===== src/rtl/mul_wb_arbiter.sv =====
// mul_wb_arbiter: shares the ROB writeback port between the 1-cycle ALU path and the
// multiplier pipeline. The multiplier cannot stall and always wins; a losing ALU result
// parks in a 1-entry skid buffer. A starvation counter raises mul_issue_hold so a parked
// ALU result eventually drains. Also tracks the number of multiplies in flight.
//
// Optional feature macro: WB_ARB_STATS_EN (adds stat_collisions / stat_hold_cycles).
//
// Ports:
//   clk, reset          clock, synchronous active-high reset
//   flush               pipeline flush: drops inputs, clears skid/starve/inflight/hold
//   alu_*               ALU result (valid, result, rob_idx, exc)
//   mul_issue           a multiply enters M1 this cycle
//   mul_*               M5 multiplier result (valid, result, rob_idx, exc)
//   alu_stall           skid occupied; EX must hold its ALU result
//   mul_issue_hold      decode must not issue a multiply
//   mul_idle            no multiplies in flight
//   wb_*                registered ROB write port; wb_src_mul = 1 when MUL won
//   stat_*              (WB_ARB_STATS_EN only) collision and hold-cycle counters
module mul_wb_arbiter #(
    parameter int unsigned XLEN         = 32,
    parameter int unsigned ROB_IDX_W    = 4,
    parameter int unsigned EXC_W        = 3,
    parameter int unsigned MUL_STAGES   = 5,
    parameter int unsigned STARVE_LIMIT = 4
) (
    input  logic                 clk,
    input  logic                 reset,
    input  logic                 flush,
    input  logic                 alu_valid_in,
    input  logic [XLEN-1:0]      alu_result,
    input  logic [ROB_IDX_W-1:0] alu_rob_idx,
    input  logic [EXC_W-1:0]     alu_exc,
    input  logic                 mul_issue,
    input  logic                 mul_valid_in,
    input  logic [XLEN-1:0]      mul_result,
    input  logic [ROB_IDX_W-1:0] mul_rob_idx,
    input  logic [EXC_W-1:0]     mul_exc,
    output logic                 alu_stall,
    output logic                 mul_issue_hold,
    output logic                 mul_idle,
    output logic                 wb_valid,
    output logic [XLEN-1:0]      wb_result,
    output logic [ROB_IDX_W-1:0] wb_rob_idx,
    output logic [EXC_W-1:0]     wb_exc,
    output logic                 wb_src_mul
`ifdef WB_ARB_STATS_EN
    ,
    output logic [31:0]          stat_collisions,
    output logic [31:0]          stat_hold_cycles
`endif
);

    localparam int unsigned INF_W    = $clog2(MUL_STAGES + 1);
    localparam int unsigned STARVE_W = $clog2(STARVE_LIMIT + 1);

    typedef struct packed {
        logic [XLEN-1:0]      result;
        logic [ROB_IDX_W-1:0] rob_idx;
        logic [EXC_W-1:0]     exc;
    } payload_t;

    typedef enum logic {
        SKID_EMPTY = 1'b0,
        SKID_FULL  = 1'b1
    } skid_state_t;

    skid_state_t          skid_state, skid_state_next;
    payload_t             skid_q, skid_d;
    payload_t             wb_q, wb_d;
    payload_t             alu_p, mul_p;
    logic [STARVE_W-1:0]  starve_cnt, starve_next;
    logic [INF_W-1:0]     inflight, inflight_next;
    logic                 wb_valid_next;
    logic                 wb_src_mul_next;
    logic                 hold_next;
    logic                 idle_next;

    assign alu_p = {alu_result, alu_rob_idx, alu_exc};
    assign mul_p = {mul_result, mul_rob_idx, mul_exc};

    // State register
    always_ff @(posedge clk) begin
        if (reset) begin
            skid_state     <= SKID_EMPTY;
            skid_q         <= '0;
            wb_q           <= '0;
            starve_cnt     <= '0;
            inflight       <= '0;
            wb_valid       <= 1'b0;
            wb_src_mul     <= 1'b0;
            mul_issue_hold <= 1'b0;
            mul_idle       <= 1'b1;
        end else begin
            skid_state     <= skid_state_next;
            skid_q         <= skid_d;
            wb_q           <= wb_d;
            starve_cnt     <= starve_next;
            inflight       <= inflight_next;
            wb_valid       <= wb_valid_next;
            wb_src_mul     <= wb_src_mul_next;
            mul_issue_hold <= hold_next;
            mul_idle       <= idle_next;
        end
    end

    // Winner selection, skid control, starvation and in-flight tracking
    always_comb begin
        skid_state_next = skid_state;
        skid_d          = skid_q;
        wb_d            = wb_q;
        wb_valid_next   = 1'b0;
        wb_src_mul_next = wb_src_mul;
        starve_next     = starve_cnt;
        inflight_next   = inflight;

        if (flush) begin
            skid_state_next = SKID_EMPTY;
            starve_next     = '0;
            inflight_next   = '0;
        end else begin
            if (mul_valid_in) begin
                wb_valid_next   = 1'b1;
                wb_d            = mul_p;
                wb_src_mul_next = 1'b1;
                if (skid_state == SKID_FULL) begin
                    if (starve_cnt != STARVE_W'(STARVE_LIMIT))
                        starve_next = starve_cnt + STARVE_W'(1);
                end else if (alu_valid_in) begin
                    skid_state_next = SKID_FULL;
                    skid_d          = alu_p;
                end
            end else if (skid_state == SKID_FULL) begin
                wb_valid_next   = 1'b1;
                wb_d            = skid_q;
                wb_src_mul_next = 1'b0;
                skid_state_next = SKID_EMPTY;
                starve_next     = '0;
            end else if (alu_valid_in) begin
                wb_valid_next   = 1'b1;
                wb_d            = alu_p;
                wb_src_mul_next = 1'b0;
            end

            // Saturating count; simultaneous issue and completion cancel out
            if (mul_issue && !mul_valid_in) begin
                if (inflight != INF_W'(MUL_STAGES))
                    inflight_next = inflight + INF_W'(1);
            end else if (!mul_issue && mul_valid_in) begin
                if (inflight != '0)
                    inflight_next = inflight - INF_W'(1);
            end
        end

        // starve_next only climbs while the skid stays full, so hold drops with the drain
        hold_next = !flush && (starve_next == STARVE_W'(STARVE_LIMIT));
        idle_next = (inflight_next == '0);
    end

    assign alu_stall  = (skid_state == SKID_FULL);
    assign wb_result  = wb_q.result;
    assign wb_rob_idx = wb_q.rob_idx;
    assign wb_exc     = wb_q.exc;

`ifdef WB_ARB_STATS_EN
    // Free-running statistics; only reset clears them
    always_ff @(posedge clk) begin
        if (reset) begin
            stat_collisions  <= '0;
            stat_hold_cycles <= '0;
        end else begin
            if (mul_valid_in && alu_valid_in)
                stat_collisions <= stat_collisions + 32'd1;
            if (mul_issue_hold)
                stat_hold_cycles <= stat_hold_cycles + 32'd1;
        end
    end
`endif

    // Protocol checks: ALU must hold while stalled; in-flight count must stay in range
    a_alu_while_stall: assert property (@(posedge clk) disable iff (reset || flush)
        !(alu_valid_in && alu_stall));
    a_inflight_over: assert property (@(posedge clk) disable iff (reset || flush)
        !(mul_issue && !mul_valid_in && inflight == INF_W'(MUL_STAGES)));
    a_inflight_under: assert property (@(posedge clk) disable iff (reset || flush)
        !(mul_valid_in && !mul_issue && inflight == '0));

endmodule


===== config.mk =====
export PLATFORM = sky130hd
export DESIGN_NAME = mul_wb_arbiter
export DESIGN_NICKNAME = d
export VERILOG_FILES = /design/src/rtl/mul_wb_arbiter.sv
export SDC_FILE = /design/constraint.sdc
export NUM_CORES = 1
export LEC_CHECK = 0
export CORE_AREA = 5 5 101 94
export CTS_CLUSTER_DIAMETER = 200
export CTS_CLUSTER_SIZE = 14
export DETAILED_ROUTE_END_ITERATION = 10
export DIE_AREA = 0 0 106 99
export PLACE_DENSITY = 0.84
export SLEW_MARGIN = 40
export SYNTH_ARGS = -nofsm -noshare
export SYNTH_HDL_FRONTEND = slang
export SYNTH_SLANG_ARGS = --single-unit

===== constraint.sdc =====
create_clock -name clk -period 2.6 [get_ports clk]
set_clock_uncertainty 0.1 [all_clocks]
set_input_delay 0.26 -clock clk [delete_from_list [all_inputs] [get_ports clk]]
set_output_delay 0.26 -clock clk [all_outputs]
set_load 0.02 [all_outputs]

==> impl_metrics.xml, run 1 <==
<?xml version="1.0" encoding="UTF-8"?>
<metrics>
  <group name="global_routing">
    <metric name="grt_start_max_net_pins" unit="">40</metric>
    <metric name="grt_util_all_layers" unit="">0.198</metric>
    <metric name="vias_in_the_first_global_route" unit="">3667</metric>
    <metric name="globalRoute.totalOverflow" unit="">0</metric>
    <metric name="antenna_found_initial" unit="">0</metric>
    <metric name="first_pass_grt_wire_length" unit="um">17200</metric>
  </group>
  <group name="timing">
    <metric name="period_share" unit="">0.835</metric>
    <metric name="final_period_minus_worst_setup_slack" unit="ns">2.17</metric>
    <metric name="timing.final.max_slew_violations" unit="">0</metric>
    <metric name="timing_worst_slew_pin_value" unit="ns">0.611</metric>
    <metric name="rsz0062_at_grt" unit="">false</metric>
    <metric name="timing.max_slew.rel_slack" unit="">0.593</metric>
    <metric name="hold_viol_final" unit="">0</metric>
    <metric name="final.setup.tns" unit="ns">0</metric>
    <metric name="max_clock_freq" unit="GHz">0.461</metric>
    <metric name="setup_viol_count_final" unit="">0</metric>
  </group>
  <group name="min_path">
    <metric name="worst_hold_path.endpoint" unit="">wb_rob_idx[2]$_SDFFE_PP0P_</metric>
    <metric name="worstHoldPathType" unit="">input port to register</metric>
    <metric name="whs_path_depth" unit="">2</metric>
    <metric name="timing.hold.worst.start" unit="">reset</metric>
  </group>
  <group name="cts">
    <metric name="cts_tree" unit="">done</metric>
    <metric name="cts.clk_slew.worst_paths" unit="ns">0.09</metric>
    <metric name="holdBufCountCts" unit="">0</metric>
    <metric name="cts_sinks" unit="">89</metric>
    <metric name="clock_latency" unit="ns">0.34</metric>
    <metric name="cell_at_the_root_of_the_clock_tree" unit="">clkbuf_8</metric>
    <metric name="post-cts-setup-buffers" unit="">0</metric>
    <metric name="ctsHtreeMaxLevel" unit="">3</metric>
    <metric name="cts_buffer_depth" unit="">2</metric>
    <metric name="cts-resized-gates" unit="">0</metric>
    <metric name="cts_made_buffers" unit="">9</metric>
  </group>
  <group name="logic_synthesis">
    <metric name="synth_top_cells_by_count" unit="">nand2_1, dfxtp_1, a21oi_1</metric>
    <metric name="post_synthesis_cell_type_with_the_largest_combined_area" unit="">dfxtp_1</metric>
    <metric name="synth.yosys.seq_area_share" unit="">0.441</metric>
    <metric name="yosysWarningCount" unit="">0</metric>
    <metric name="synthDistinctLibCells" unit="">33</metric>
    <metric name="number_of_enable_type_register_cells_in_the_synthesized_netlist" unit="">0</metric>
    <metric name="ys_dominant_reg_cell" unit="">dfxtp_1</metric>
    <metric name="cell_with_the_most_instances_after_synthesis" unit="">nand2_1</metric>
    <metric name="synthesis.area" unit="mm^2">0.00404</metric>
    <metric name="async_flop_share" unit="">0</metric>
    <metric name="synth.ff_latch_count" unit="">89</metric>
    <metric name="synth_area_leaders" unit="">dfxtp_1, nand2_1, mux2i_1, a21oi_1, o211ai_1</metric>
    <metric name="mapped_nets" unit="">593</metric>
    <metric name="postSynthCellCount" unit="">503</metric>
    <metric name="synth_top_cell_area_share" unit="">0.441</metric>
    <metric name="syn_avg_cell_area" unit="um^2">8.03</metric>
  </group>
  <group name="place">
    <metric name="place.detailed.instances" unit="">705</metric>
    <metric name="dpl-instance-area" unit="mm^2">0.00540</metric>
    <metric name="detailed_place_hpwl" unit="um">7810</metric>
    <metric name="gp_congestion" unit="">0.804</metric>
    <metric name="place.port_buffers" unit="">127</metric>
  </group>
  <group name="worst_setup_path">
    <metric name="critical_path.max_fanout" unit="">37</metric>
    <metric name="ff2ff_setup_slack" unit="ns">0.43</metric>
    <metric name="cp_data_arrival_time" unit="ns">2.36</metric>
    <metric name="worst_setup_path_end_kind" unit="">register</metric>
    <metric name="critical_path.startpoint_type" unit="">register</metric>
    <metric name="timing.rr.end" unit="">mul_issue_hold$_SDFF_PP0_</metric>
    <metric name="critical_path_class" unit="">register to register</metric>
    <metric name="required" unit="ns">2.79</metric>
    <metric name="timing.reg2reg.worst_path_depth" unit="">4</metric>
    <metric name="crit_path_start" unit="">alu_stall$_SDFF_PP0_</metric>
    <metric name="reg_to_reg_start" unit="">alu_stall$_SDFF_PP0_</metric>
  </group>
  <group name="route">
    <metric name="post_drt_wl_per_cell" unit="um">14.9</metric>
    <metric name="drt_wl_total" unit="um">10700</metric>
    <metric name="drtPass1Iterations" unit="">4</metric>
    <metric name="drt_iter0_markers" unit="">108</metric>
    <metric name="remaining_drc_errors" unit="">0</metric>
    <metric name="vias_per_cell" unit="">5.34</metric>
    <metric name="dr_total_vias" unit="">3839</metric>
    <metric name="remaining_number_of_nets_flagged_by_the_antenna_check_after_routing" unit="">0</metric>
  </group>
  <group name="floorplanning">
    <metric name="floorplan.die.width" unit="um">106</metric>
    <metric name="dieHeight" unit="um">99</metric>
    <metric name="io_pins" unit="">128</metric>
    <metric name="die_area" unit="mm^2">0.0105</metric>
    <metric name="core_area" unit="mm^2">0.00833</metric>
    <metric name="floorplan.initialDensity" unit="">0.485</metric>
    <metric name="std_cell_rows" unit="">32</metric>
  </group>
  <group name="status">
    <metric name="result_of_the_run" unit="">finished clean</metric>
  </group>
  <group name="power">
    <metric name="power.leakage" unit="uW">0.00199</metric>
    <metric name="power_density_over_cell_area" unit="mW/mm^2">543</metric>
    <metric name="irDropWorstVdd" unit="uV">322</metric>
  </group>
  <group name="final_layout">
    <metric name="stdcell_count" unit="">719</metric>
    <metric name="postLayoutCellArea" unit="mm^2">0.00562</metric>
    <metric name="post_route_cells_drive_above_1_share" unit="">0.0567</metric>
    <metric name="syn2layout_area_growth" unit="%">39.1</metric>
    <metric name="nNetsFinal" unit="">704</metric>
    <metric name="antenna-diode-count" unit="">0</metric>
    <metric name="final_util" unit="">0.674</metric>
  </group>
  <group name="run">
    <metric name="timing.max_cap.violations" unit="">0</metric>
  </group>
</metrics>
==> final cells by class <==
class | instances | area (um^2)
timing repair buffer | 141 | 1390
tap | 102 | 128
clock inverter | 3 | 65.1
clock buffer | 11 | 151
fill | 707 | 2710
multi-input combinational | 367 | 2080
sequential | 89 | 1780
inverter | 6 | 22.5
==> per-stage QoR <==
stage          setup slack, ns  hold slack (ns)  total power [uW]
2_1_floorplan            0.935            0.235              1760
3_3_place_gp             0.440            0.341              2030
3_5_place_dp             0.512            0.346              2050
4_1_cts                  0.448            0.279              3080
5_1_grt                  0.333            0.310              3180
6_report                 0.429            0.292              3050
==> per-layer routing <==
metal | wire (um) | global-route usage | up-vias
li1 | - | - | 1935
met1 | 4470 | 0.239 | 1803
met2 | 5540 | 0.350 | 91
met3 | 566 | 0.0399 | 10
met4 | 151 | 0.0727 | 0
met5 | 0 | 0 | -
==> flip-flops by register name, summed over array words and instances, names as in the netlist <==
signal	count
alu_stall	1
inflight	3
mul_idle	1
mul_issue_hold	1
skid_q	39
starve_cnt	3
wb_exc	3
wb_result	32
wb_rob_idx	4
wb_src_mul	1
wb_valid	1
==> critical path, stage by stage (launching register included) <==
cell and delay [ns]:
dfxtp_2 0.57, buf_4 0.58, a21oi_1 0.20, a2111oi_2 0.45
o211a_1 0.21
==> kinds of logic (layout without fill, tap and decap cells) <==
group | Yosys count | in the layout | share of synthesized area
mux | 42 | 42 | 0.104
buf+inv | 47 | 161 | 0.0487
simple gates | 189 | 189 | 0.192
fa+ha+maj | 6 | 6 | 0.0186
compound gates | 130 | 130 | 0.196
flops | 89 | 89 | 0.441
==> placed cells by master (no fill, tap or decap), types with 2 or more instances in the layout <==
master	instances
a21boi_0	2
a21oi_1	79
buf_4	13
bufinv_16	2
clkbuf_8	11
clkdlybuf4s50_1	126
dfxtp_1	88
ha_1	6
inv_1	5
mux2i_1	42
nand2_1	162
nand2b_1	3
nand3_1	2
nor2_1	7
nor2b_1	2
nor3_1	4
nor4b_1	2
o211ai_1	40
o21ai_0	2
==> how the worst max path moves through the flow <==
stage                                 end  slack, ns  cells past startpoint
2_1_floorplan  wb_result[20]$_SDFFE_PP0P_       0.93                      6
3_3_place_gp    wb_result[0]$_SDFFE_PP0P_       0.44                      5
3_5_place_dp   wb_result[27]$_SDFFE_PP0P_       0.51                      6
4_1_cts         mul_issue_hold$_SDFF_PP0_       0.45                      4
5_1_grt         mul_issue_hold$_SDFF_PP0_       0.33                      4
6_report        mul_issue_hold$_SDFF_PP0_       0.43                      4
==> where the power goes <==
group	total, uW	switching [uW]	internal (uW)	leakage (uW)
sequential	1460	35.4	1430	0.000728
clock	1030	449	583	0.000111
combinational	556	272	284	0.00115
Power figures use the tool's default switching activity.
==> run 2: changes to the inputs <==
--- a/config.mk
+++ b/config.mk
@@ -5,12 +5,12 @@
 export SDC_FILE = /design/constraint.sdc
 export NUM_CORES = 1
 export LEC_CHECK = 0
-export CORE_AREA = 5 5 101 94
+export CORE_AREA = 5 5 105 97
 export CTS_CLUSTER_DIAMETER = 200
 export CTS_CLUSTER_SIZE = 14
 export DETAILED_ROUTE_END_ITERATION = 10
-export DIE_AREA = 0 0 106 99
-export PLACE_DENSITY = 0.84
+export DIE_AREA = 0 0 110 102
+export PLACE_DENSITY = 0.79
 export SLEW_MARGIN = 40
 export SYNTH_ARGS = -nofsm -noshare
 export SYNTH_HDL_FRONTEND = slang
==> constraint.sdc (replaced) <==
create_clock -name clk -period 2.25 [get_ports clk]
set_clock_uncertainty 0.1 [all_clocks]
set_input_delay 0.225 -clock clk [delete_from_list [all_inputs] [get_ports clk]]
set_output_delay 0.225 -clock clk [all_outputs]
set_load 0.02 [all_outputs]
==> run 2 against run 1 <==
Effect of this change:
- first-iteration DRC count increased by 26%
- sequential power rose by 16%
- routed wire length grew 1.1%
- register-to-register slack hardly changed
- combinational power increased by 17%
- highest routed layer unchanged
==> impl_metrics.xml, run 2 (same netlist as run 1, synthesis figures left out) <==
<?xml version="1.0" encoding="UTF-8"?>
<metrics>
  <group name="floorplanning">
    <metric name="floorplan.die.width" unit="um">110</metric>
    <metric name="die_area" unit="mm^2">0.0112</metric>
    <metric name="io_pins" unit="">128</metric>
    <metric name="std_cell_rows" unit="">33</metric>
    <metric name="dieHeight" unit="um">102</metric>
    <metric name="core_area" unit="mm^2">0.00896</metric>
    <metric name="floorplan.initialDensity" unit="">0.451</metric>
  </group>
  <group name="power">
    <metric name="irDropWorstVdd" unit="uV">482</metric>
    <metric name="power.leakage" unit="uW">0.00200</metric>
    <metric name="design_power_total" unit="uW">3490</metric>
    <metric name="power_density_over_cell_area" unit="mW/mm^2">615</metric>
  </group>
  <group name="worst_setup_path">
    <metric name="critical_path.startpoint_type" unit="">register</metric>
    <metric name="timing.rr.end" unit="">wb_result[28]$_SDFFE_PP0P_</metric>
    <metric name="worst_setup_path_end_kind" unit="">primary output</metric>
    <metric name="cp-endpoint" unit="">alu_stall</metric>
    <metric name="required" unit="ns">1.92</metric>
    <metric name="crit_path_start" unit="">alu_stall$_SDFF_PP0_</metric>
    <metric name="ff2ff_setup_slack" unit="ns">0.42</metric>
    <metric name="reg_to_reg_start" unit="">alu_stall$_SDFF_PP0_</metric>
    <metric name="critical_path.max_fanout" unit="">17</metric>
    <metric name="critical_path_class" unit="">register to primary output</metric>
    <metric name="timing.reg2reg.worst_path_depth" unit="">6</metric>
    <metric name="cp_data_arrival_time" unit="ns">1.81</metric>
  </group>
  <group name="place">
    <metric name="gp_congestion" unit="">0.777</metric>
    <metric name="place_ws" unit="ns">0.185</metric>
    <metric name="place.port_buffers" unit="">127</metric>
    <metric name="detailed_place_hpwl" unit="um">7860</metric>
  </group>
  <group name="route">
    <metric name="drt_iter0_markers" unit="">136</metric>
    <metric name="remaining_number_of_nets_flagged_by_the_antenna_check_after_routing" unit="">0</metric>
    <metric name="remaining_drc_errors" unit="">0</metric>
    <metric name="dr_total_vias" unit="">3898</metric>
    <metric name="vias_per_cell" unit="">5.25</metric>
    <metric name="post_drt_wl_per_cell" unit="um">14.6</metric>
    <metric name="drt_wl_total" unit="um">10900</metric>
    <metric name="drtPass1Iterations" unit="">6</metric>
  </group>
  <group name="run">
    <metric name="timing.max_cap.violations" unit="">0</metric>
  </group>
  <group name="timing">
    <metric name="post-route-worst-setup-slack" unit="ns">0.117</metric>
    <metric name="hold_viol_final" unit="">0</metric>
    <metric name="rsz0062_at_grt" unit="">false</metric>
    <metric name="final.setup.tns" unit="ns">0</metric>
    <metric name="final_period_minus_worst_setup_slack" unit="ns">2.13</metric>
    <metric name="timing.max_slew.rel_slack" unit="">0.614</metric>
    <metric name="timing_worst_slew_pin_value" unit="ns">0.578</metric>
    <metric name="setup_viol_count_final" unit="">0</metric>
    <metric name="period_share" unit="">0.948</metric>
    <metric name="fin_hold_ws" unit="ns">0.182</metric>
    <metric name="timing.final.max_slew_violations" unit="">0</metric>
    <metric name="max_clock_freq" unit="GHz">0.469</metric>
  </group>
  <group name="cts">
    <metric name="cts_made_buffers" unit="">9</metric>
    <metric name="cts_sinks" unit="">89</metric>
    <metric name="cts_buffer_depth" unit="">2</metric>
    <metric name="cell_at_the_root_of_the_clock_tree" unit="">clkbuf_8</metric>
    <metric name="ctsHtreeMaxLevel" unit="">3</metric>
    <metric name="clock_latency" unit="ns">0.35</metric>
    <metric name="cts_tree" unit="">done</metric>
    <metric name="cts.clk_slew.worst_paths" unit="ns">0.08</metric>
  </group>
  <group name="min_path">
    <metric name="timing.hold.worst.start" unit="">reset</metric>
    <metric name="worstHoldPathType" unit="">input port to register</metric>
  </group>
  <group name="global_routing">
    <metric name="first_pass_grt_wire_length" unit="um">17300</metric>
    <metric name="globalRoute.totalOverflow" unit="">0</metric>
    <metric name="grt_start_max_net_pins" unit="">41</metric>
    <metric name="grt_util_all_layers" unit="">0.192</metric>
    <metric name="vias_in_the_first_global_route" unit="">3728</metric>
    <metric name="antenna_found_initial" unit="">0</metric>
  </group>
  <group name="final_layout">
    <metric name="nNetsFinal" unit="">706</metric>
    <metric name="post_route_cells_drive_above_1_share" unit="">0.0628</metric>
    <metric name="final_cell_mix" unit="">nand2_1, clkdlybuf4s50_1, dfxtp_1</metric>
    <metric name="antenna-diode-count" unit="">0</metric>
    <metric name="final_util" unit="">0.633</metric>
    <metric name="syn2layout_area_growth" unit="%">40.5</metric>
    <metric name="final_common_cell" unit="">nand2_1</metric>
    <metric name="largest-register" unit="">skid_q</metric>
    <metric name="largest_reg_flops" unit="">39</metric>
  </group>
  <group name="status">
    <metric name="result_of_the_run" unit="">finished clean</metric>
  </group>
</metrics>
## run 2: cell count changes in the layout (fill, tap and decap cells not counted), sizes merged
cell,previous run,this run
bufinv,2,1
buf,15,17
clkbuf,11,12
clkinvlp,0,2
## run 2: cell type report
cell class / instances / area (um^2)
Timing Repair Buffer: 143 / 1420
Clock buffer: 12 / 165
Clock inverter: 4 / 50.0
Tap cell: 122 / 153
Inverter: 6 / 22.5
Multi-Input combinational cell: 367 / 2080
Fill cell: 768 / 3290
Sequential cell: 89 / 1780
## run 2: repair_timing
action	in CTS	in global routing
resized for setup	1	0
endpoints found under the setup margin	1	0
setup buffers	0	0
hold buffers	0	0
## run 2: worst min path at each step
stage | to | cells past startpoint | slack (ns)
after floorplan | starve_cnt[2]$_SDFF_PP0_ | 1 | 0.20
after global placement | skid_q[7]$_SDFFE_PP0P_ | 2 | 0.34
after detailed placement | wb_result[13]$_SDFFE_PP0P_ | 2 | 0.35
after CTS | wb_valid$_SDFF_PP0_ | 2 | 0.16
after global routing | wb_result[8]$_SDFFE_PP0P_ | 2 | 0.20
final | wb_valid$_SDFF_PP0_ | 2 | 0.18
## run 2: report_power, final
part / switching [uW] / internal [uW] / total (uW) / leakage (uW)
Combinational: 315 / 332 / 648 / 0.00117
Sequential: 41.0 / 1650 / 1690 / 0.000728
Clock: 548 / 603 / 1150 / 0.000105
Total: 904 / 2590 / 3490 / 0.00200
## run 2: layer usage
layer	wire length, um	up-vias	GRT usage
li1	-	1949	-
met1	4650	1826	0.233
met2	5410	109	0.333
met3	642	14	0.0449
met4	156	0	0.0671
met5	0	-	0
## run 2: metrics by stage
stage               instances  cell area (um^2)
floorplan                 503              4040
detailed placement        727              5450
global route              743              5670
CTS                       743              5670
global placement          726              5430
finish                    743              5670
## run 2: critical path, cell delays in order, from the launching register on
cell	delay, ns
dfxtp_2	0.52
buf_6	0.28
clkdlybuf4s50_1	0.66
==> run 3: changes to the inputs <==
==> constraint.sdc (replaced) <==
create_clock -name clk -period 2.05 [get_ports clk]
set_clock_uncertainty 0.1 [all_clocks]
set_input_delay 0.205 -clock clk [delete_from_list [all_inputs] [get_ports clk]]
set_output_delay 0.205 -clock clk [all_outputs]
set_load 0.02 [all_outputs]
==> run 3 against run 2 <==
Effect of this change:
- core utilization rose by 0.20 points
- count of clock-buffer cells in the layout is 1 lower
- global-route usage is 0.19 points lower
- register-to-register slack got worse by 0.12 ns
- clock power up 15%
- final cell count down 0.13%
- hold slack worse by 0.14 ns
- die area is the same
- non-clock buffer count is 1 higher
- first-iteration DRC count rose by 25%
- flip-flop and latch count did not move
==> impl_metrics.xml, run 3 (same netlist as run 1, synthesis figures left out) <==
<?xml version="1.0" encoding="UTF-8"?>
<metrics>
  <group name="cts">
    <metric name="clock_latency" unit="ns">0.34</metric>
    <metric name="cts_buffer_depth" unit="">2</metric>
    <metric name="holdBufCountCts" unit="">0</metric>
    <metric name="cell_at_the_root_of_the_clock_tree" unit="">clkbuf_8</metric>
    <metric name="post-cts-setup-buffers" unit="">0</metric>
    <metric name="cts_tree" unit="">done</metric>
    <metric name="cts_sinks" unit="">89</metric>
    <metric name="cts_made_buffers" unit="">9</metric>
    <metric name="ctsHtreeMaxLevel" unit="">3</metric>
    <metric name="cts-resized-gates" unit="">0</metric>
    <metric name="cts.clk_slew.worst_paths" unit="ns">0.08</metric>
  </group>
  <group name="timing">
    <metric name="period_share" unit="">0.859</metric>
    <metric name="timing.final.max_slew_violations" unit="">0</metric>
    <metric name="timing.max_slew.rel_slack" unit="">0.631</metric>
    <metric name="final_period_minus_worst_setup_slack" unit="ns">1.76</metric>
    <metric name="max_clock_freq" unit="GHz">0.568</metric>
    <metric name="rsz0062_at_grt" unit="">false</metric>
    <metric name="final.setup.tns" unit="ns">0</metric>
    <metric name="hold_viol_final" unit="">0</metric>
    <metric name="setup_viol_count_final" unit="">0</metric>
    <metric name="timing_worst_slew_pin_value" unit="ns">0.552</metric>
  </group>
  <group name="run">
    <metric name="timing.max_cap.violations" unit="">0</metric>
  </group>
  <group name="floorplanning">
    <metric name="core_area" unit="mm^2">0.00896</metric>
    <metric name="dieHeight" unit="um">102</metric>
    <metric name="floorplan.die.width" unit="um">110</metric>
    <metric name="io_pins" unit="">128</metric>
    <metric name="die_area" unit="mm^2">0.0112</metric>
    <metric name="floorplan.initialDensity" unit="">0.451</metric>
    <metric name="std_cell_rows" unit="">33</metric>
  </group>
  <group name="route">
    <metric name="dr_total_vias" unit="">3837</metric>
    <metric name="drt_wl_total" unit="um">10700</metric>
    <metric name="drtPass1Iterations" unit="">4</metric>
    <metric name="vias_per_cell" unit="">5.17</metric>
    <metric name="post_drt_wl_per_cell" unit="um">14.4</metric>
    <metric name="remaining_number_of_nets_flagged_by_the_antenna_check_after_routing" unit="">0</metric>
    <metric name="drt_iter0_markers" unit="">170</metric>
    <metric name="remaining_drc_errors" unit="">0</metric>
  </group>
  <group name="power">
    <metric name="power_density_over_cell_area" unit="mW/mm^2">682</metric>
    <metric name="power.leakage" unit="uW">0.00201</metric>
    <metric name="irDropWorstVdd" unit="uV">377</metric>
  </group>
  <group name="final_layout">
    <metric name="stdcell_count" unit="">742</metric>
    <metric name="post_route_cells_drive_above_1_share" unit="">0.0613</metric>
    <metric name="largest_reg_flops" unit="">39</metric>
    <metric name="largest-register" unit="">skid_q</metric>
    <metric name="syn2layout_area_growth" unit="%">40.9</metric>
    <metric name="final_common_cell" unit="">nand2_1</metric>
    <metric name="antenna-diode-count" unit="">0</metric>
    <metric name="final_cell_mix" unit="">nand2_1, clkdlybuf4s50_1, dfxtp_1</metric>
    <metric name="nNetsFinal" unit="">707</metric>
  </group>
  <group name="worst_setup_path">
    <metric name="worst_setup_path_end_kind" unit="">primary output</metric>
    <metric name="worstPathCellList" unit="">clkdlybuf4s50_1</metric>
    <metric name="critical_path.startpoint_type" unit="">register</metric>
    <metric name="cpPeakStageDelay" unit="ns">0.66</metric>
    <metric name="path_buf_inv" unit="">1</metric>
    <metric name="cp_data_arrival_time" unit="ns">1.46</metric>
    <metric name="cpMaxStageDelayCell" unit="">clkdlybuf4s50_1</metric>
    <metric name="critical_path_class" unit="">register to primary output</metric>
    <metric name="critical_path.max_fanout" unit="">9</metric>
    <metric name="required" unit="ns">1.75</metric>
    <metric name="crit_family" unit="">buffers and inverters</metric>
  </group>
  <group name="global_routing">
    <metric name="globalRoute.totalOverflow" unit="">0</metric>
    <metric name="vias_in_the_first_global_route" unit="">3804</metric>
    <metric name="first_pass_grt_wire_length" unit="um">17300</metric>
    <metric name="grt_util_all_layers" unit="">0.190</metric>
    <metric name="grt_start_max_net_pins" unit="">44</metric>
    <metric name="antenna_found_initial" unit="">0</metric>
  </group>
  <group name="min_path">
    <metric name="worstHoldPathType" unit="">input port to register</metric>
  </group>
  <group name="place">
    <metric name="place.port_buffers" unit="">127</metric>
    <metric name="gp_congestion" unit="">0.753</metric>
    <metric name="detailed_place_hpwl" unit="um">7710</metric>
    <metric name="place.detailed.instances" unit="">728</metric>
  </group>
  <group name="status">
    <metric name="result_of_the_run" unit="">finished clean</metric>
  </group>
</metrics>
[run 3: cell count changes in the layout (fill, tap and decap cells not counted)]
cell / change
buf_12: +1
buf_4: +1
buf_6: -1
bufinv_16: +1
clkbuf_8: -1
clkinvlp_4: -2
[run 3: where the power goes]
part           total (uW)  switching (uW)  internal (uW)
logic                 712             344            368
clock network        1320             576            739
registers            1860            43.6           1810
[run 3: area by class of cell]
| type | count | area (um^2) |
|---|---|---|
| fillers | 796 | 3270 |
| multi-input cells | 367 | 2080 |
| flip-flops and latches | 89 | 1780 |
| repair buffers | 144 | 1440 |
| well taps | 122 | 153 |
| clock buffers | 11 | 151 |
| clock inverters | 3 | 65.1 |
| inverters | 6 | 22.5 |
[run 3: worst paths after layout]
path                                              start                    endpoint  slack, ns  cells after the start
worst min-delay path                              reset    starve_cnt[2]$_SDFF_PP0_       0.05                      2
worst max register to register     alu_stall$_SDFF_PP0_  wb_result[22]$_SDFFE_PP0P_       0.30                      6
worst max-delay path               alu_stall$_SDFF_PP0_                   alu_stall       0.29                      1
worst min register to register  skid_q[22]$_SDFFE_PP0P_     skid_q[22]$_SDFFE_PP0P_       0.36                      2
[run 3: stage by stage]
| step | hold WS, ns | power (uW) | util | setup WS, ns | cell area [um^2] |
|---|---|---|---|---|---|
| 3_5_place_dp | 0.346 | 2610 | 0.611 | 0.0293 | 5470 |
| 6_report | 0.0456 | 3880 | 0.635 | 0.289 | 5690 |
| 5_1_grt | 0.0394 | 4060 | 0.635 | 0.163 | 5690 |
| 2_1_floorplan | 0.180 | 2230 | - | 0.385 | 4040 |
| 4_1_cts | 0.0222 | 3920 | 0.635 | 0.265 | 5690 |
| 3_3_place_gp | 0.341 | 2580 | 0.608 | 0.00564 | 5450 |
[run 3: routing by layer]
| metal | track usage | part of all wire | routed length [um] | vias to the layer above |
|---|---|---|---|---|
| met5 | 0 | 0 | 0 | - |
| met4 | 0.0805 | 0.010 | 112 | 0 |
| met3 | 0.0366 | 0.056 | 597 | 9 |
| met2 | 0.335 | 0.50 | 5390 | 110 |
| met1 | 0.225 | 0.43 | 4590 | 1772 |
| li1 | - | - | - | 1946 |
